$ cat config.mk
export PLATFORM = sky130hd
export DESIGN_NAME = gpr_wb
export DESIGN_NICKNAME = d
export VERILOG_FILES = /design/src/rtl/gpr_wb.sv
export SDC_FILE = /design/constraint.sdc
export NUM_CORES = 1
export LEC_CHECK = 0
export ABC_CLOCK_PERIOD_IN_PS = 5800
export CAP_MARGIN = 20
export CORE_ASPECT_RATIO = 0.9
export CORE_MARGIN = 3
export CORE_UTILIZATION = 42
export DETAILED_ROUTE_END_ITERATION = 16
export PLACE_DENSITY = 0.77
export SLEW_MARGIN = 15
export SYNTH_ARGS = -nofsm -noshare
export SYNTH_HDL_FRONTEND = slang
export SYNTH_SLANG_ARGS = --single-unit
export TNS_END_PERCENT = 20
$ cat constraint.sdc
create_clock -name clk -period 5.8 [get_ports clk]
set_clock_uncertainty 0.1 [all_clocks]
set_input_delay 0.87 -clock clk [delete_from_list [all_inputs] [get_ports clk]]
set_output_delay 0.87 -clock clk [all_outputs]
set_load 0.03 [all_outputs]
$ cat src/rtl/gpr_wb.sv
// Writeback stage with register-file write port and issue scoreboard.
// Two producer channels (EXU ALU results, LSU load results) share one
// register-file write port. The LSU channel has fixed priority.
// The accepted result is held in a single pipeline register and drives
// the write port for exactly one cycle.
// A busy-bit scoreboard tracks destinations that were issued but are not
// yet written back. It answers two hazard queries and a pending count.
module gpr_wb #(
  parameter int DATA_WIDTH = 32,
  parameter int ADDR_WIDTH = 5
) (
  input  logic                  clk,
  input  logic                  rst,
  // ALU result channel
  input  logic                  exu_valid,
  output logic                  exu_ready,
  input  logic [DATA_WIDTH-1:0] exu_data,
  input  logic [ADDR_WIDTH-1:0] exu_rd,
  // load result channel
  input  logic                  lsu_valid,
  output logic                  lsu_ready,
  input  logic [DATA_WIDTH-1:0] lsu_data,
  input  logic [ADDR_WIDTH-1:0] lsu_rd,
  // register-file write port
  output logic [DATA_WIDTH-1:0] gpr_w,
  output logic [ADDR_WIDTH-1:0] gpr_w_addr,
  output logic                  gpr_w_en,
  // scoreboard set at issue
  input  logic                  sb_set_en,
  input  logic [ADDR_WIDTH-1:0] sb_set_addr,
  // hazard query
  input  logic [ADDR_WIDTH-1:0] rs1_addr,
  input  logic [ADDR_WIDTH-1:0] rs2_addr,
  output logic                  rs1_busy,
  output logic                  rs2_busy,
  output logic [ADDR_WIDTH:0]   pending_cnt
);

  localparam int NUM_REGS = 1 << ADDR_WIDTH;

  logic                  lsu_fire;
  logic                  exu_fire;

  logic                  wb_valid_reg;
  logic                  wb_valid_next;
  logic [DATA_WIDTH-1:0] wb_data_reg;
  logic [DATA_WIDTH-1:0] wb_data_next;
  logic [ADDR_WIDTH-1:0] wb_addr_reg;
  logic [ADDR_WIDTH-1:0] wb_addr_next;

  logic [NUM_REGS-1:0]   sb_bits;
  logic [ADDR_WIDTH:0]   pop_count;

  // Arbitration.
  // The LSU is always ready outside reset.
  // The EXU is stalled whenever the LSU presents a result.
  // Because of this, at most one channel can fire in any cycle.
  always_comb begin
    lsu_ready = !rst;
    exu_ready = !rst && !lsu_valid;
    lsu_fire  = lsu_valid && lsu_ready;
    exu_fire  = exu_valid && exu_ready;
  end

  // Next-state logic for the writeback register.
  // data/rd are captured only on a transfer; otherwise the previous values are held.
  // The valid flag lasts a single cycle, so every write is a one-cycle pulse.
  always_comb begin
    wb_valid_next = lsu_fire || exu_fire;
    wb_data_next  = wb_data_reg;
    wb_addr_next  = wb_addr_reg;
    if (lsu_fire) begin
      wb_data_next = lsu_data;
      wb_addr_next = lsu_rd;
    end else if (exu_fire) begin
      wb_data_next = exu_data;
      wb_addr_next = exu_rd;
    end
  end

  // Writeback register.
  // Reset drops any in-flight write and zeroes the visible port.
  always_ff @(posedge clk) begin
    if (rst) begin
      wb_valid_reg <= 1'b0;
      wb_data_reg  <= '0;
      wb_addr_reg  <= '0;
    end else begin
      wb_valid_reg <= wb_valid_next;
      wb_data_reg  <= wb_data_next;
      wb_addr_reg  <= wb_addr_next;
    end
  end

  // Write port outputs.
  // A write to x0 is suppressed, but the data and address stay visible.
  always_comb begin
    gpr_w      = wb_data_reg;
    gpr_w_addr = wb_addr_reg;
    gpr_w_en   = wb_valid_reg && (wb_addr_reg != '0);
  end

  // One busy bit per architectural register.
  // x0 can never be pending, so its bit is tied low.
  generate
    for (genvar gi = 0; gi < NUM_REGS; gi++) begin : g_sb
      if (gi == 0) begin : g_zero
        assign sb_bits[gi] = 1'b0;
      end else begin : g_bit
        logic busy_reg;
        logic set_hit;
        logic clr_hit;

        // Decode this register's set (issue) and clear (writeback) requests.
        always_comb begin
          set_hit = sb_set_en && (sb_set_addr == ADDR_WIDTH'(gi));
          clr_hit = gpr_w_en && (gpr_w_addr == ADDR_WIDTH'(gi));
        end

        // The set request is checked first.
        // A new issue therefore overrides a retiring write to the same register.
        always_ff @(posedge clk) begin
          if (rst) begin
            busy_reg <= 1'b0;
          end else if (set_hit) begin
            busy_reg <= 1'b1;
          end else if (clr_hit) begin
            busy_reg <= 1'b0;
          end
        end

        assign sb_bits[gi] = busy_reg;
      end
    end
  endgenerate

  // Hazard query reads the registered scoreboard directly.
  // A set or clear in the same cycle does not change the answer until the next edge.
  always_comb begin
    rs1_busy = sb_bits[rs1_addr];
    rs2_busy = sb_bits[rs2_addr];
  end

  // Population count of the registered scoreboard.
  // The result is at most NUM_REGS-1, so it cannot wrap.
  always_comb begin
    pop_count = '0;
    for (int i = 0; i < NUM_REGS; i++) begin
      pop_count = pop_count + (ADDR_WIDTH + 1)'(sb_bits[i]);
    end
  end

  assign pending_cnt = pop_count;

endmodule

==> results.txt, run 1 <==
post-synthesis sequential area ratio -> 31.4%
status -> complete, but fails checks
synth top area cells -> dfxtp_1 (31%), mux2i_1 (12%), fa_1 (10%)
failing checks -> negative setup slack
Final Hold Fails -> 0
Num CTS Buffers -> 9
post-synth top area share -> 31.4%
GRT overflow -> 0
critical path depth in cells -> 18
cells along the critical path -> fa_1 > inv_2 > fa_1 > inv_1 > fa_1 > inv_1 > fa_1 > fa_1 > fa_1 > inv_1 > fa_2 > inv_2 > fa_2 > inv_1 > a21o_1 > a21oi_2 > xnor2_1 > buf_4
flip-flop count of the largest register after layout -> 32
f_max -> 167 MHz
drt total wl -> 13,600 um
hold slack final -> 0.393 ns
family with the most delay on the worst path -> adder cells
crit path from -> g_sb[18].g_bit.busy_reg$_SDFFE_PP0P_
Core Box Area -> 0.00991 mm2
CP bufs+invs -> 7
CTS sink count -> 69
Iteration-0 DRC Markers -> 318
port bufs -> 141
die height -> 103 um
post-synth top area cell -> dfxtp_1
vias -> 4,358
minimum clock period -> 6.00 ns
part of the power in combinational logic -> 22.7%
Die Span X -> 114 um
PwrDens -> 213 mW/mm2
initial antenna violation count -> 0
final setup fails -> 3
Seq pwr share -> 38.4%
via/cell ratio -> 5.37
register area -> 0.00138 mm2
fin. max-slew vios -> 0
switching part of the total -> 29.1%
filler cell count -> 838
Total Die Area -> 0.0117 mm2
R2R Setup Slk -> 4.26 ns
Cell Area, Synth -> 0.00440 mm2
number of global-route vias before repair -> 4,427
Ys Warns -> 0
worst reg2reg path startpoint -> gpr_w_addr[2]$_SDFFE_PP0P_
DP HPWL -> 10,500 um
Routed Antenna Nets -> 0
Arrival @ worst endpoint -> 5.03 ns
type of origin of the critical path -> flop
clock network fraction of total power -> 38.9%
worst setup margin -> -0.204 ns
Syn Nets -> 661
share of post-route cells with drive strength above 1 -> 8.91%
Cell variety after synth -> 36
per-cell routed wire length -> 16.8 um
pin count of the biggest net entering global routing -> 77
Syn Inst Count -> 537
GRT Util Overall -> 23.3%
Max VDD drop -> 0.000202 V
setup TNS -> -0.332 ns
Multi-input gate area -> 0.00265 mm2
max_cap viols -> 0
GPL Wtd Cong -> 0.885
CP Class -> flop to output port
TritonCTS clock tree -> yes
Area growth, synth to finish -> 42.4%
FP Rows -> 34
Worst Reg2Reg Path Length in Cells -> 4
RR Endpoint -> g_sb[2].g_bit.busy_reg$_SDFFE_PP0P_
Clock transition at path regs -> 0.06 ns
Int Pwr -> 0.000944 W
worst-path fanout max -> 2
cts hold-fix bufs -> 0
Synth Register Bits -> 69
design area -> 0.00626 mm2
Initial Utilization -> 44.4%
Hold/Removal Path Class -> flop to flop
final worst-path cycle share -> 104%
Worst path most repeated cell -> fa_1
Avg Cell Area, Syn -> 8.19 um2
# diodes -> 0
NumNets Final -> 804
CP endpoint kind -> output port
Leak -> 2.59 nW
worst rel slew slack -> 50.4%
Bufs on Longest Clock Path -> 2
Critical Path RT -> 4.83 ns
Top Ports -> 142
H-tree depth -> 3
Critical Path Max Stage Delay -> 0.55 ns
DRC -> 0
RSZ-0062 raised after global routing -> true
Net Switching -> 0.000388 W
DRT Pass-1 Iters -> 5
CP max stage cell -> fa_1
clk root buf -> clkbuf_16
Worst Max-Slew Pin Slew -> 0.743 ns
clock latency on the worst-skew pair -> 0.33 ns
critical path endpoint -> pending_cnt[4]
Cell Area, Placed -> 0.00592 mm2
first-pass GRT wire length -> 21,500 um
-- worst min path at each step --
| stage | endpoint | depth (start not counted) | from | slack, ns |
|---|---|---|---|---|
| floorplan | g_sb[26].g_bit.busy_reg$_SDFFE_PP0P_ | 2 | g_sb[26].g_bit.busy_reg$_SDFFE_PP0P_ | 0.35 |
| global placement | g_sb[9].g_bit.busy_reg$_SDFFE_PP0P_ | 2 | g_sb[9].g_bit.busy_reg$_SDFFE_PP0P_ | 0.37 |
| detailed placement | g_sb[9].g_bit.busy_reg$_SDFFE_PP0P_ | 2 | g_sb[9].g_bit.busy_reg$_SDFFE_PP0P_ | 0.38 |
| CTS | g_sb[9].g_bit.busy_reg$_SDFFE_PP0P_ | 2 | g_sb[9].g_bit.busy_reg$_SDFFE_PP0P_ | 0.39 |
| global route | g_sb[9].g_bit.busy_reg$_SDFFE_PP0P_ | 2 | g_sb[9].g_bit.busy_reg$_SDFFE_PP0P_ | 0.41 |
| finish | g_sb[9].g_bit.busy_reg$_SDFFE_PP0P_ | 2 | g_sb[9].g_bit.busy_reg$_SDFFE_PP0P_ | 0.39 |
-- routing by layer --
metal	track usage [%]	routed length (um)	share of wire, %
met1	26.2	5100	37
met2	41.9	6690	49
met3	7.86	1450	11
met4	8.04	355	2.6
met5	0	0	0
-- per-stage QoR --
stage	instances	util (%)	total power [W]	worst slack (ns)
2_1_floorplan	537	-	0.000688	0.00645
3_3_place_gp	794	59.8	0.000815	-0.227
3_5_place_dp	794	59.8	0.000823	-0.261
4_1_cts	810	62.9	0.00134	-0.284
5_1_grt	811	63.2	0.00139	-0.343
6_report	811	63.2	0.00133	-0.204
-- cell families (layout without fill, tap and decap cells) --
family	after synthesis	count (layout)	synth area share, %
mux	57	57	14.9
flops	69	69	31.4
xor+xnor	3	3	0.598
fa+ha+maj	30	30	12.5
simple gates	168	168	16.5
compound gates	125	125	15.5
buf+inv	85	233	8.74
-- worst register-to-register path, stage by stage, from the launching register on --
cell	delay [ns]
dfxtp_1	0.39
or2_1	0.36
nand3b_1	0.26
o21ai_1	0.18
a21oi_1	0.09
-- synth_stat cells --
| cell type | n |
|---|---|
| fa_1 | 23 |
| o2111ai_1 | 4 |
| o21ai_0 | 19 |
| a22oi_1 | 4 |
| nand2b_1 | 11 |
| o21a_1 | 1 |
| buf_1 | 1 |
| o211ai_1 | 4 |
| inv_1 | 52 |
| mux4_1 | 2 |
| nand4_1 | 3 |
| nand4b_1 | 2 |
| dfxtp_1 | 69 |
| buf_12 | 2 |
| a211oi_1 | 2 |
| or2_1 | 2 |
| nand3_1 | 6 |
| buf_6 | 2 |
| clkbuf_1 | 18 |
| o31a_1 | 1 |
| mux2i_1 | 51 |
| a21o_1 | 2 |
| nand2_1 | 41 |
| nor2b_1 | 8 |
| buf_2 | 8 |
| and2_1 | 1 |
| a21oi_1 | 74 |
| o21ai_1 | 12 |
| mux4_2 | 4 |
| buf_4 | 2 |
| nor2_1 | 89 |
| xnor2_1 | 3 |
| ha_1 | 7 |
| nor3_1 | 2 |
| nand3b_1 | 3 |
| a31oi_1 | 2 |
-- layout make-up --
| cell class | instances | share of cell area (%) |
|---|---|---|
| Timing Repair Buffer | 165 | 25.4 |
| Inverter | 52 | 3.12 |
| Sequential cell | 69 | 22.1 |
| Clock buffer | 10 | 3.82 |
| Clock inverter | 6 | 0.720 |
| Tap cell | 126 | 2.52 |
| Multi-Input combinational cell | 383 | 42.4 |
-- timing repair --
item	CTS	global route
endpoints found under the setup margin	6	6
gates resized for setup	14	1
pin swaps	8	1
buffers inserted	0	0
-- layout by cell type (no fill, tap or decap), drive strengths merged, types with 6 or more instances in the layout --
master / count
nand3: 6
nor2: 89
nor2b: 8
clkdlybuf4s50: 132
inv: 54
ha: 7
mux4: 6
dfxtp: 69
o21ai: 31
nand2b: 11
buf: 31
clkbuf: 10
nand2: 41
fa: 23
a21oi: 74
mux2i: 51
-- power groups by stage --
| stage | Clock (W) | Combinational, W | Sequential (W) |
|---|---|---|---|
| 3_3_place_gp | 0 | 0.000295 | 0.000520 |
| 3_5_place_dp | 0 | 0.000302 | 0.000521 |
| 2_1_floorplan | 0 | 0.000138 | 0.000550 |
| 4_1_cts | 0.000524 | 0.000303 | 0.000511 |
| 5_1_grt | 0.000546 | 0.000326 | 0.000514 |
| 6_report | 0.000518 | 0.000303 | 0.000512 |
No activity file was read; power rests on OpenSTA's default activity.
==> run 2, diff against run 1 <==
--- a/config.mk
+++ b/config.mk
@@ -12,8 +12,7 @@
 export CORE_UTILIZATION = 42
 export DETAILED_ROUTE_END_ITERATION = 16
 export PLACE_DENSITY = 0.77
-export SLEW_MARGIN = 15
 export SYNTH_ARGS = -nofsm -noshare
 export SYNTH_HDL_FRONTEND = slang
 export SYNTH_SLANG_ARGS = --single-unit
-export TNS_END_PERCENT = 20
+export TNS_END_PERCENT = 50
==> results.txt, run 2 (synthesis results as in run 1) <==
CP Class -> flop to output port
Top Usage Layer GRT -> met2
Arrival @ worst endpoint -> 5.03 ns
family with the most delay on the worst path -> adder cells
via/cell ratio -> 5.39
Worst Hold Launch -> g_sb[26].g_bit.busy_reg$_SDFFE_PP0P_
Max VDD drop -> 0.000202 V
per-cell routed wire length -> 16.8 um
initial antenna violation count -> 0
type of origin of the critical path -> flop
pin count of the biggest net entering global routing -> 77
met3 usage -> 7.86%
fin cells -> 813
worst reg2reg path startpoint -> gpr_w_addr[2]$_SDFFE_PP0P_
RSZ-0062 raised after global routing -> true
Worst path most repeated cell -> fa_1
# diodes -> 0
CP bufs+invs -> 7
GRT Util Overall -> 23.3%
failing checks -> negative setup slack
DRT Pass-1 Iters -> 5
max_cap viols -> 0
Num CTS Buffers -> 9
flip-flop count of the largest register after layout -> 32
post-layout util -> 63.4%
critical path depth in cells -> 18
worst-path fanout max -> 2
M2 GR Usage -> 41.9%
H-tree depth -> 3
Worst Max-Slew Pin Slew -> 0.756 ns
Hold/Removal Path Class -> flop to flop
CP max stage cell -> fa_1
share of post-route cells with drive strength above 1 -> 9.17%
Die Span X -> 114 um
Hold Path Cell Cnt -> 2
Clock transition at path regs -> 0.06 ns
status -> complete, but fails checks
most common cell after layout, fill and taps aside -> clkdlybuf4s50_1
DRC -> 0
PwrDens -> 212 mW/mm2
cts hold-fix bufs -> 0
clk root buf -> clkbuf_16
clock latency on the worst-skew pair -> 0.33 ns
Worst Reg2Reg Path Length in Cells -> 4
met1 Resource Use GR -> 26.2%
Core Box Area -> 0.00991 mm2
vias -> 4,385
final setup fails -> 3
first-pass GRT wire length -> 21,500 um
crit path from -> g_sb[18].g_bit.busy_reg$_SDFFE_PP0P_
cells along the critical path -> fa_1 > inv_2 > fa_1 > inv_1 > fa_1 > inv_1 > fa_1 > fa_1 > fa_1 > inv_1 > fa_2 > inv_2 > fa_2 > inv_1 > a21o_1 > a21oi_2 > xnor2_1 > buf_4
worst rel slew slack -> 49.5%
f_max -> 167 MHz
Bufs on Longest Clock Path -> 2
final worst-path cycle share -> 104%
GPL Wtd Cong -> 0.885
Top Ports -> 142
fin. max-slew vios -> 0
Multi-input gate area -> 0.00265 mm2
pre-CTS worst setup slack -> -0.261 ns
NumNets Final -> 806
Iteration-0 DRC Markers -> 340
DP HPWL -> 10,500 um
port bufs -> 141
Total Die Area -> 0.0117 mm2
GRT overflow -> 0
setup TNS -> -0.435 ns
Final Power -> 0.00133 W
register area -> 0.00138 mm2
Initial Utilization -> 44.4%
Critical Path Max Stage Delay -> 0.55 ns
FP Rows -> 34
drt total wl -> 13,700 um
minimum clock period -> 6.00 ns
number of global-route vias before repair -> 4,427
worst setup margin -> -0.204 ns
filler cell count -> 829
TritonCTS clock tree -> yes
Leak -> 2.61 nW
die height -> 103 um
CP endpoint kind -> output port
Routed Antenna Nets -> 0
commonest non-fill, non-tap cells in the layout -> clkdlybuf4s50_1 (132), nor2_1 (89), a21oi_1 (72), dfxtp_1 (68), mux2i_1 (51)
Final Hold Fails -> 0
Critical Path RT -> 4.83 ns
Inst Count DP -> 794
CTS sink count -> 69
Area growth, synth to finish -> 42.9%
==> run 2: per-layer routing <==
metal	up-vias	wire length, um
li1	2078	-
met3	30	1390
met4	0	337
met1	2056	5240
met5	-	0
met2	221	6720
==> run 2: path summary, 6_finish.rpt <==
check	slack, ns	to
min	0.39	g_sb[26].g_bit.busy_reg$_SDFFE_PP0P_
min reg2reg	0.39	g_sb[26].g_bit.busy_reg$_SDFFE_PP0P_
max reg2reg	4.27	g_sb[2].g_bit.busy_reg$_SDFFE_PP0P_
max	-0.20	pending_cnt[4]
==> run 2: per-stage QoR <==
stage	area [um2]	hold slack, ns
finish	6280	0.392
global route	6280	0.410
CTS	6240	0.390
detailed placement	5920	0.381
global placement	5920	0.369
floorplan	4400	0.354
==> run 2: area by class of cell <==
cell class	count	share of cell area, %
inverters	52	3.11
flip-flops and latches	69	22.0
multi-input cells	383	42.2
repair buffers	167	25.7
clock inverters	6	0.717
clock buffers	10	3.80
well taps	126	2.51
==> run 2: worst register-to-register path: stages, from the launching register on <==
cell and delay [ns]:
dfxtp_1 0.39, or2_1 0.35, nand3b_1 0.26, o21ai_1 0.18, a21oi_1 0.09
==> run 2: what timing repair did <==
action | 4_1_cts | 5_1_grt
buffers inserted | 0 | 1
cloned | 0 | 0
setup endpoints to repair | 6 | 6
resized for setup | 14 | 6
pin swaps | 8 | 3
==> run 2: where the power goes <==
group | total [W] | internal (W) | switching (W)
combinational | 0.000305 | 0.000147 | 0.000157
sequential | 0.000512 | 0.000494 | 0.0000173
clock | 0.000517 | 0.000304 | 0.000213
total | 0.00133 | 0.000946 | 0.000388
